`config.mk`:
```
export PLATFORM = sky130hd
export DESIGN_NAME = lsu_mc
export DESIGN_NICKNAME = d
export VERILOG_FILES = /design/src/rtl/lsu_pkg.sv /design/src/rtl/lsu_align.sv /design/src/rtl/lsu_mc.sv
export SDC_FILE = /design/constraint.sdc
export NUM_CORES = 1
export LEC_CHECK = 0
export CAP_MARGIN = 20
export CORE_ASPECT_RATIO = 1.2
export CORE_MARGIN = 2
export CORE_UTILIZATION = 45
export DETAILED_ROUTE_END_ITERATION = 16
export GPL_TIMING_DRIVEN = 1
export PLACE_DENSITY_LB_ADDON = 0.1
export SYNTH_ARGS = -nofsm -noshare
export SYNTH_HDL_FRONTEND = slang
export SYNTH_SLANG_ARGS = --single-unit
```
`constraint.sdc`:
```
create_clock -name clk -period 4.4 [get_ports clk]
set_clock_uncertainty 0.1 [all_clocks]
set_input_delay 1.1 -clock clk [delete_from_list [all_inputs] [get_ports clk]]
set_output_delay 1.1 -clock clk [all_outputs]
set_load 0.01 [all_outputs]
```
`src/rtl/lsu_pkg.sv`:
```
// Shared types for the multi-cycle load/store unit.
// Access-type encodings, size classes and FSM states.
package lsu_pkg;

    localparam int LS_TYPE_W = 4;

    // bit3 = store, bit2 = unsigned load, bits[1:0] = log2(size)
    localparam logic [LS_TYPE_W-1:0] LB   = 4'b0000;
    localparam logic [LS_TYPE_W-1:0] LH   = 4'b0001;
    localparam logic [LS_TYPE_W-1:0] LW   = 4'b0010;
    localparam logic [LS_TYPE_W-1:0] LD   = 4'b0011;
    localparam logic [LS_TYPE_W-1:0] LBU  = 4'b0100;
    localparam logic [LS_TYPE_W-1:0] LHU  = 4'b0101;
    localparam logic [LS_TYPE_W-1:0] LWU  = 4'b0110;
    localparam logic [LS_TYPE_W-1:0] NONE = 4'b0111;
    localparam logic [LS_TYPE_W-1:0] SB   = 4'b1000;
    localparam logic [LS_TYPE_W-1:0] SH   = 4'b1001;
    localparam logic [LS_TYPE_W-1:0] SW   = 4'b1010;
    localparam logic [LS_TYPE_W-1:0] SD   = 4'b1011;

    typedef enum logic [1:0] {
        IDLE,
        REQ,
        WAIT,
        RESP
    } lsu_state_e;

    typedef enum logic [1:0] {
        SZ_B,
        SZ_H,
        SZ_W,
        SZ_D
    } ls_size_e;

    function automatic logic ls_is_store(input logic [LS_TYPE_W-1:0] t);
        return t[LS_TYPE_W-1];
    endfunction

endpackage

```
`src/rtl/lsu_align.sv`:
```
// Combinational lane logic: byte enables, store shift,
// load extraction/extension and misalign/illegal detection.
module lsu_align
    import lsu_pkg::*;
#(
    parameter int XLEN = 32
) (
    input  logic [LS_TYPE_W-1:0]      req_type,
    input  logic [$clog2(XLEN/8)-1:0] req_off,
    input  logic [XLEN-1:0]           store_data,
    output logic [XLEN/8-1:0]         sel,
    output logic [XLEN-1:0]           wdata,
    output logic                      misalign,
    input  logic [LS_TYPE_W-1:0]      ld_type,
    input  logic [$clog2(XLEN/8)-1:0] ld_off,
    input  logic [XLEN-1:0]           rdata,
    output logic [XLEN-1:0]           load_data
);

    localparam int NB = XLEN / 8;

    ls_size_e        req_size;
    ls_size_e        ld_size;
    logic            illegal;
    logic            unal;
    logic [2:0]      off3;
    logic [7:0]      base;
    logic [XLEN-1:0] lane_mask;
    logic [XLEN-1:0] shifted;
    logic            sx;
    int              bits;

    always_comb begin
        req_size = ls_size_e'(req_type[1:0]);
        off3     = 3'(req_off);
        illegal  = (req_type == NONE) ||
                   (req_type[LS_TYPE_W-1 -: 2] == 2'b11);
        // 64-bit accesses and LWU have no meaning on a 32-bit datapath
        if (XLEN == 32 && (req_size == SZ_D || req_type == LWU))
            illegal = 1'b1;
        unique case (req_size)
            SZ_B: begin unal = 1'b0;      base = 8'h01; end
            SZ_H: begin unal = off3[0];   base = 8'h03; end
            SZ_W: begin unal = |off3[1:0]; base = 8'h0F; end
            SZ_D: begin unal = |off3;     base = 8'hFF; end
            default: begin unal = 1'b1;   base = 8'h00; end
        endcase
        misalign = illegal | unal;
        sel = base[NB-1:0] << req_off;
        for (int i = 0; i < NB; i++)
            lane_mask[8*i +: 8] = {8{sel[i]}};
        wdata = (store_data << {req_off, 3'b000}) & lane_mask;
    end

    always_comb begin
        ld_size = ls_size_e'(ld_type[1:0]);
        shifted = rdata >> {ld_off, 3'b000};
        unique case (ld_size)
            SZ_B:    bits = 8;
            SZ_H:    bits = 16;
            SZ_W:    bits = 32;
            SZ_D:    bits = 64;
            default: bits = 8;
        endcase
        if (bits > XLEN)
            bits = XLEN;
        sx = ~ld_type[2] & shifted[bits-1];
        for (int i = 0; i < XLEN; i++)
            load_data[i] = (i < bits) ? shifted[i] : sx;
    end

endmodule

```
`src/rtl/lsu_mc.sv`:
```
// Multi-cycle load/store unit: one outstanding access,
// IDLE -> REQ -> WAIT -> RESP with a one-cycle writeback pulse.
module lsu_mc
    import lsu_pkg::*;
#(
    parameter int XLEN   = 32,
    parameter int ADDR_W = 32
) (
    input  logic                 clk,
    input  logic                 rst_n,
    input  logic                 req_valid_i,
    output logic                 req_ready_o,
    input  logic [LS_TYPE_W-1:0] ls_type_i,
    input  logic [ADDR_W-1:0]    addr_i,
    input  logic [XLEN-1:0]      store_data_i,
    input  logic [4:0]           rd_i,
    output logic                 dbus_req_o,
    input  logic                 dbus_gnt_i,
    output logic                 dbus_we_o,
    output logic [ADDR_W-1:0]    dbus_addr_o,
    output logic [XLEN-1:0]      dbus_wdata_o,
    output logic [XLEN/8-1:0]    dbus_sel_o,
    input  logic                 dbus_rvalid_i,
    input  logic [XLEN-1:0]      dbus_rdata_i,
    input  logic                 dbus_err_i,
    output logic                 resp_valid_o,
    output logic                 resp_we_o,
    output logic [4:0]           resp_rd_o,
    output logic [XLEN-1:0]      resp_data_o,
    output logic                 misalign_o,
    output logic                 bus_err_o,
    output logic                 busy_o
);

    localparam int NB    = XLEN / 8;
    localparam int OFF_W = $clog2(NB);

    lsu_state_e           state;
    logic [LS_TYPE_W-1:0] type_q;
    logic [4:0]           rd_q;
    logic [ADDR_W-1:0]    addr_q;
    logic [OFF_W-1:0]     off_q;
    logic [NB-1:0]        sel_q;
    logic [XLEN-1:0]      wdata_q;
    logic [XLEN-1:0]      data_q;
    logic                 mis_q;
    logic                 err_q;

    logic [NB-1:0]        sel_c;
    logic [XLEN-1:0]      wdata_c;
    logic [XLEN-1:0]      load_c;
    logic [XLEN-1:0]      rsp_c;
    logic                 mis_c;
    logic                 in_req;
    logic                 in_resp;
    logic                 store_q;

    lsu_align #(
        .XLEN(XLEN)
    ) u_align (
        .req_type  (ls_type_i),
        .req_off   (addr_i[OFF_W-1:0]),
        .store_data(store_data_i),
        .sel       (sel_c),
        .wdata     (wdata_c),
        .misalign  (mis_c),
        .ld_type   (type_q),
        .ld_off    (off_q),
        .rdata     (dbus_rdata_i),
        .load_data (load_c)
    );

    assign store_q = ls_is_store(type_q);
    assign in_req  = (state == REQ);
    assign in_resp = (state == RESP);
    assign rsp_c   = (store_q | dbus_err_i) ? '0 : load_c;

    always_ff @(posedge clk or negedge rst_n) begin
        if (!rst_n) begin
            state   <= IDLE;
            type_q  <= '0;
            rd_q    <= '0;
            addr_q  <= '0;
            off_q   <= '0;
            sel_q   <= '0;
            wdata_q <= '0;
            data_q  <= '0;
            mis_q   <= 1'b0;
            err_q   <= 1'b0;
        end else begin
            unique case (state)
                IDLE: if (req_valid_i) begin
                    type_q  <= ls_type_i;
                    rd_q    <= rd_i;
                    addr_q  <= {addr_i[ADDR_W-1:OFF_W], {OFF_W{1'b0}}};
                    off_q   <= addr_i[OFF_W-1:0];
                    sel_q   <= sel_c;
                    wdata_q <= wdata_c;
                    mis_q   <= mis_c;
                    err_q   <= 1'b0;
                    data_q  <= '0;
                    state   <= mis_c ? RESP : REQ;
                end
                REQ: if (dbus_gnt_i) begin
                    // a zero-wait slave may answer in the grant cycle
                    if (dbus_rvalid_i) begin
                        err_q  <= dbus_err_i;
                        data_q <= rsp_c;
                        state  <= RESP;
                    end else begin
                        state <= WAIT;
                    end
                end
                WAIT: if (dbus_rvalid_i) begin
                    err_q  <= dbus_err_i;
                    data_q <= rsp_c;
                    state  <= RESP;
                end
                RESP: state <= IDLE;
                default: state <= IDLE;
            endcase
        end
    end

    assign req_ready_o  = (state == IDLE);
    assign busy_o       = (state != IDLE);

    assign dbus_req_o   = in_req;
    assign dbus_we_o    = in_req & store_q;
    assign dbus_addr_o  = in_req ? addr_q : '0;
    assign dbus_wdata_o = in_req ? wdata_q : '0;
    assign dbus_sel_o   = in_req ? sel_q : '0;

    assign resp_valid_o = in_resp;
    assign resp_we_o    = in_resp & ~store_q & (rd_q != 5'd0) & ~mis_q & ~err_q;
    assign resp_rd_o    = in_resp ? rd_q : 5'd0;
    assign resp_data_o  = in_resp ? data_q : '0;
    assign misalign_o   = in_resp & mis_q;
    assign bus_err_o    = in_resp & err_q;

endmodule

```
==> flow_metrics.env <==
export IMPL_status="completed"
export IMPL_maxCapViolCount=0
export IMPL_cts_buffers=17
export IMPL_p_sw_mw=1.82
export IMPL_fill_cells=1082
export IMPL_wirelength_um=18000
export IMPL_initial_core_util=0.463
export IMPL_ios=224
export IMPL_cts_hold_buffers=0
export IMPL_grt_pass1_vias=5204
export IMPL_ys_async_sr_fraction=1.00
export IMPL_timing_final_crit_share=0.878
export IMPL_first_pass_iters=5
export IMPL_die_h_um=132
export IMPL_portBuffers=221
export IMPL_layout_common_cells="clkdlybuf4s50_1 (220), dfrtp_1 (113), and2_1 (105), mux2_2 (49), nand2_1 (46)"
export IMPL_grt_use_total=0.243
export IMPL_dpl_cell_area_sq_um=8410
export IMPL_wire_per_inst_um=18.7
export IMPL_fin_ws_ps=539
export IMPL_cp_max_fo=41
export IMPL_critPathCaptureType="primary output"
export IMPL_final_antenna_net_count=0
export IMPL_netSwitchingFraction=0.335
export IMPL_seq_power_share=0.336
export IMPL_final_nets=899
export IMPL_layout_commonest_cell="clkdlybuf4s50_1"
export IMPL_slew_violations=0
export IMPL_cts_resized=0
export IMPL_insertion_delay_ps=410
export IMPL_overflow=0
export IMPL_clk_path_buf_depth=2
export IMPL_synth_seq_cells=113
export IMPL_cts_tree="yes"
export IMPL_tightest_slew_ps=1050
export IMPL_cts_setup_buffers=0
export IMPL_pre_cts_ws_ps=955
export IMPL_crit_family="buffers and inverters"
export IMPL_fin_hold_ws_ps=378
export IMPL_syn_area_per_cell_sq_um=10.7
export IMPL_period_needed_ps=3860
export IMPL_grt_max_degree=74
export IMPL_finalPower_mw=5.43
export IMPL_antenna_cells=0
export IMPL_maxSlewHeadroom=0.299
export IMPL_area_growth_pct=46.5
export IMPL_num_vias=5240
export IMPL_pwr_share_comb=0.404
export IMPL_synth_area_sq_um=6150
export IMPL_power_density_nw_per_um2=602
export IMPL_dieArea_sq_um=14600
export IMPL_yosys_warnings=0
export IMPL_dpl_hpwl_um=13300
export IMPL_dp_cells=931
export IMPL_required_ps=3200
export IMPL_synth_cells=576
export IMPL_finalHoldViolCount=0
export IMPL_critPathBufInv=2
export IMPL_slowest_stage="or4b_2"
export IMPL_grt_pass1_wl_um=28200
export IMPL_intPower_mw=3.61
export IMPL_fp_coreArea_sq_um=13300
export IMPL_antenna_found_initial=0
export IMPL_cts_root_buf="clkbuf_16"
export IMPL_fin_setup_tns_ps=0
export IMPL_layout_cells_non_filler=963
export IMPL_die_w_um=111
export IMPL_hp_class="reg2reg"
export IMPL_ys_types=52
export IMPL_drt_iter0_drc=294
export IMPL_fin_area_sq_um=9010
export IMPL_rows=46
export IMPL_pwr_share_clk=0.260
export IMPL_p_leak_nw=3.95
export IMPL_drc=0
export IMPL_synth_edf_count=0
export IMPL_start_kind="register"
export IMPL_fin_util=0.678
export IMPL_max_freq_ghz=0.259
export IMPL_htreeDepth=4
export IMPL_ys_flop_type="dfrtp_1"
export IMPL_crit_chain="ha_1 > buf_4 > or4b_2 > a21oi_1 > clkdlybuf4s50_1"
export IMPL_irDropWorstVdd_uv=334
export IMPL_rsz0062_at_grt="false"
export IMPL_clk_pin_slew_ps=50
export IMPL_clkSinkCount=113
export IMPL_crit_path_max_incr_delay_ps=630
export IMPL_arrival_ps=2660
export IMPL_drive_gt1_frac=0.123
export IMPL_yosysSeqAreaShare=0.460
export IMPL_worstSetupPathType="reg2out"
export IMPL_routed_via_density=5.44
export IMPL_setup_violations=0
export IMPL_gp_congestion=0.881
## sequential cells by signal, indices dropped and copies added, names as in the netlist
signal and cells:
data_q 32, wdata_q 32, addr_q 30, rd_q 5, sel_q 4, type_q 4, off_q 2, state 2
err_q 1, mis_q 1
## cells by family after synthesis
| kind of cell | count (synthesis) | share of synthesized area |
|---|---|---|
| buf+inv | 51 | 0.0455 |
| other cells | 1 | 0.000609 |
| flops | 113 | 0.460 |
| compound gates | 114 | 0.141 |
| simple gates | 209 | 0.198 |
| fa+ha+maj | 6 | 0.0122 |
| mux | 82 | 0.143 |
## final timing paths
| check | start | to | slack [ps] | cells past startpoint |
|---|---|---|---|---|
| worst max-delay path | state[0]$_DFFE_PN0P_ | resp_we_o | 540 | 5 |
| worst min-delay path | data_q[5]$_DFFE_PN0P_ | data_q[5]$_DFFE_PN0P_ | 380 | 1 |
| worst max register to register | state[1]$_DFFE_PN0P_ | data_q[9]$_DFFE_PN0P_ | 1580 | 6 |
| worst min register to register | data_q[5]$_DFFE_PN0P_ | data_q[5]$_DFFE_PN0P_ | 380 | 1 |
| max in group asynchronous | rst_n | data_q[6]$_DFFE_PN0P_ | 2620 | 2 |
| min in group asynchronous | rst_n | addr_q[5]$_DFFE_PN0P_ | 710 | 1 |
## per-layer routing
| metal | wire (um) | global-route usage | share of wire |
|---|---|---|---|
| met1 | 6930 | 0.281 | 0.39 |
| met2 | 9500 | 0.433 | 0.53 |
| met3 | 1150 | 0.0667 | 0.064 |
| met4 | 371 | 0.0847 | 0.021 |
| met5 | 0 | 0 | 0 |
## power groups by stage
stage	registers, mW	logic (mW)	clock network (mW)
after floorplan	1.65	1.45	0
after detailed placement	1.83	2.21	0
after global routing	1.88	2.39	1.48
after CTS	1.82	2.22	1.43
final	1.82	2.19	1.41
after global placement	1.80	2.14	0
## synthesized netlist by cell type (8+ instances only)
master | n | area [sq um]
dfrtp_1 | 113 | 2830
and2_1 | 105 | 657
mux2_2 | 49 | 552
nand2_1 | 47 | 176
mux2i_1 | 33 | 330
o21ai_0 | 28 | 140
a22o_1 | 24 | 210
clkbuf_1 | 19 | 71.3
a32o_1 | 16 | 160
a32oi_1 | 16 | 140
nand3_1 | 16 | 80.1
buf_2 | 13 | 65.1
a21oi_1 | 12 | 60.1
nor2b_1 | 10 | 62.6
a211o_1 | 8 | 70.1
## worst reg2reg max path, cell delays in order (launching register included)
cell and delay [ps]:
dfrtp_1 440, inv_1 110, ha_2 410, or2b_1 300, nand4b_1 630, buf_4 470
a22o_1 250
## layout make-up
cell class | instances | area, sq um | area share
Multi-Input combinational cell | 413 | 3060 | 0.339
Sequential cell | 113 | 2830 | 0.314
Timing Repair Buffer | 232 | 2290 | 0.254
Clock buffer | 23 | 448 | 0.0497
Tap cell | 168 | 210 | 0.0233
Clock inverter | 9 | 158 | 0.0175
Inverter | 5 | 18.8 | 0.00208
No activity file was read; power rests on OpenSTA's default activity.
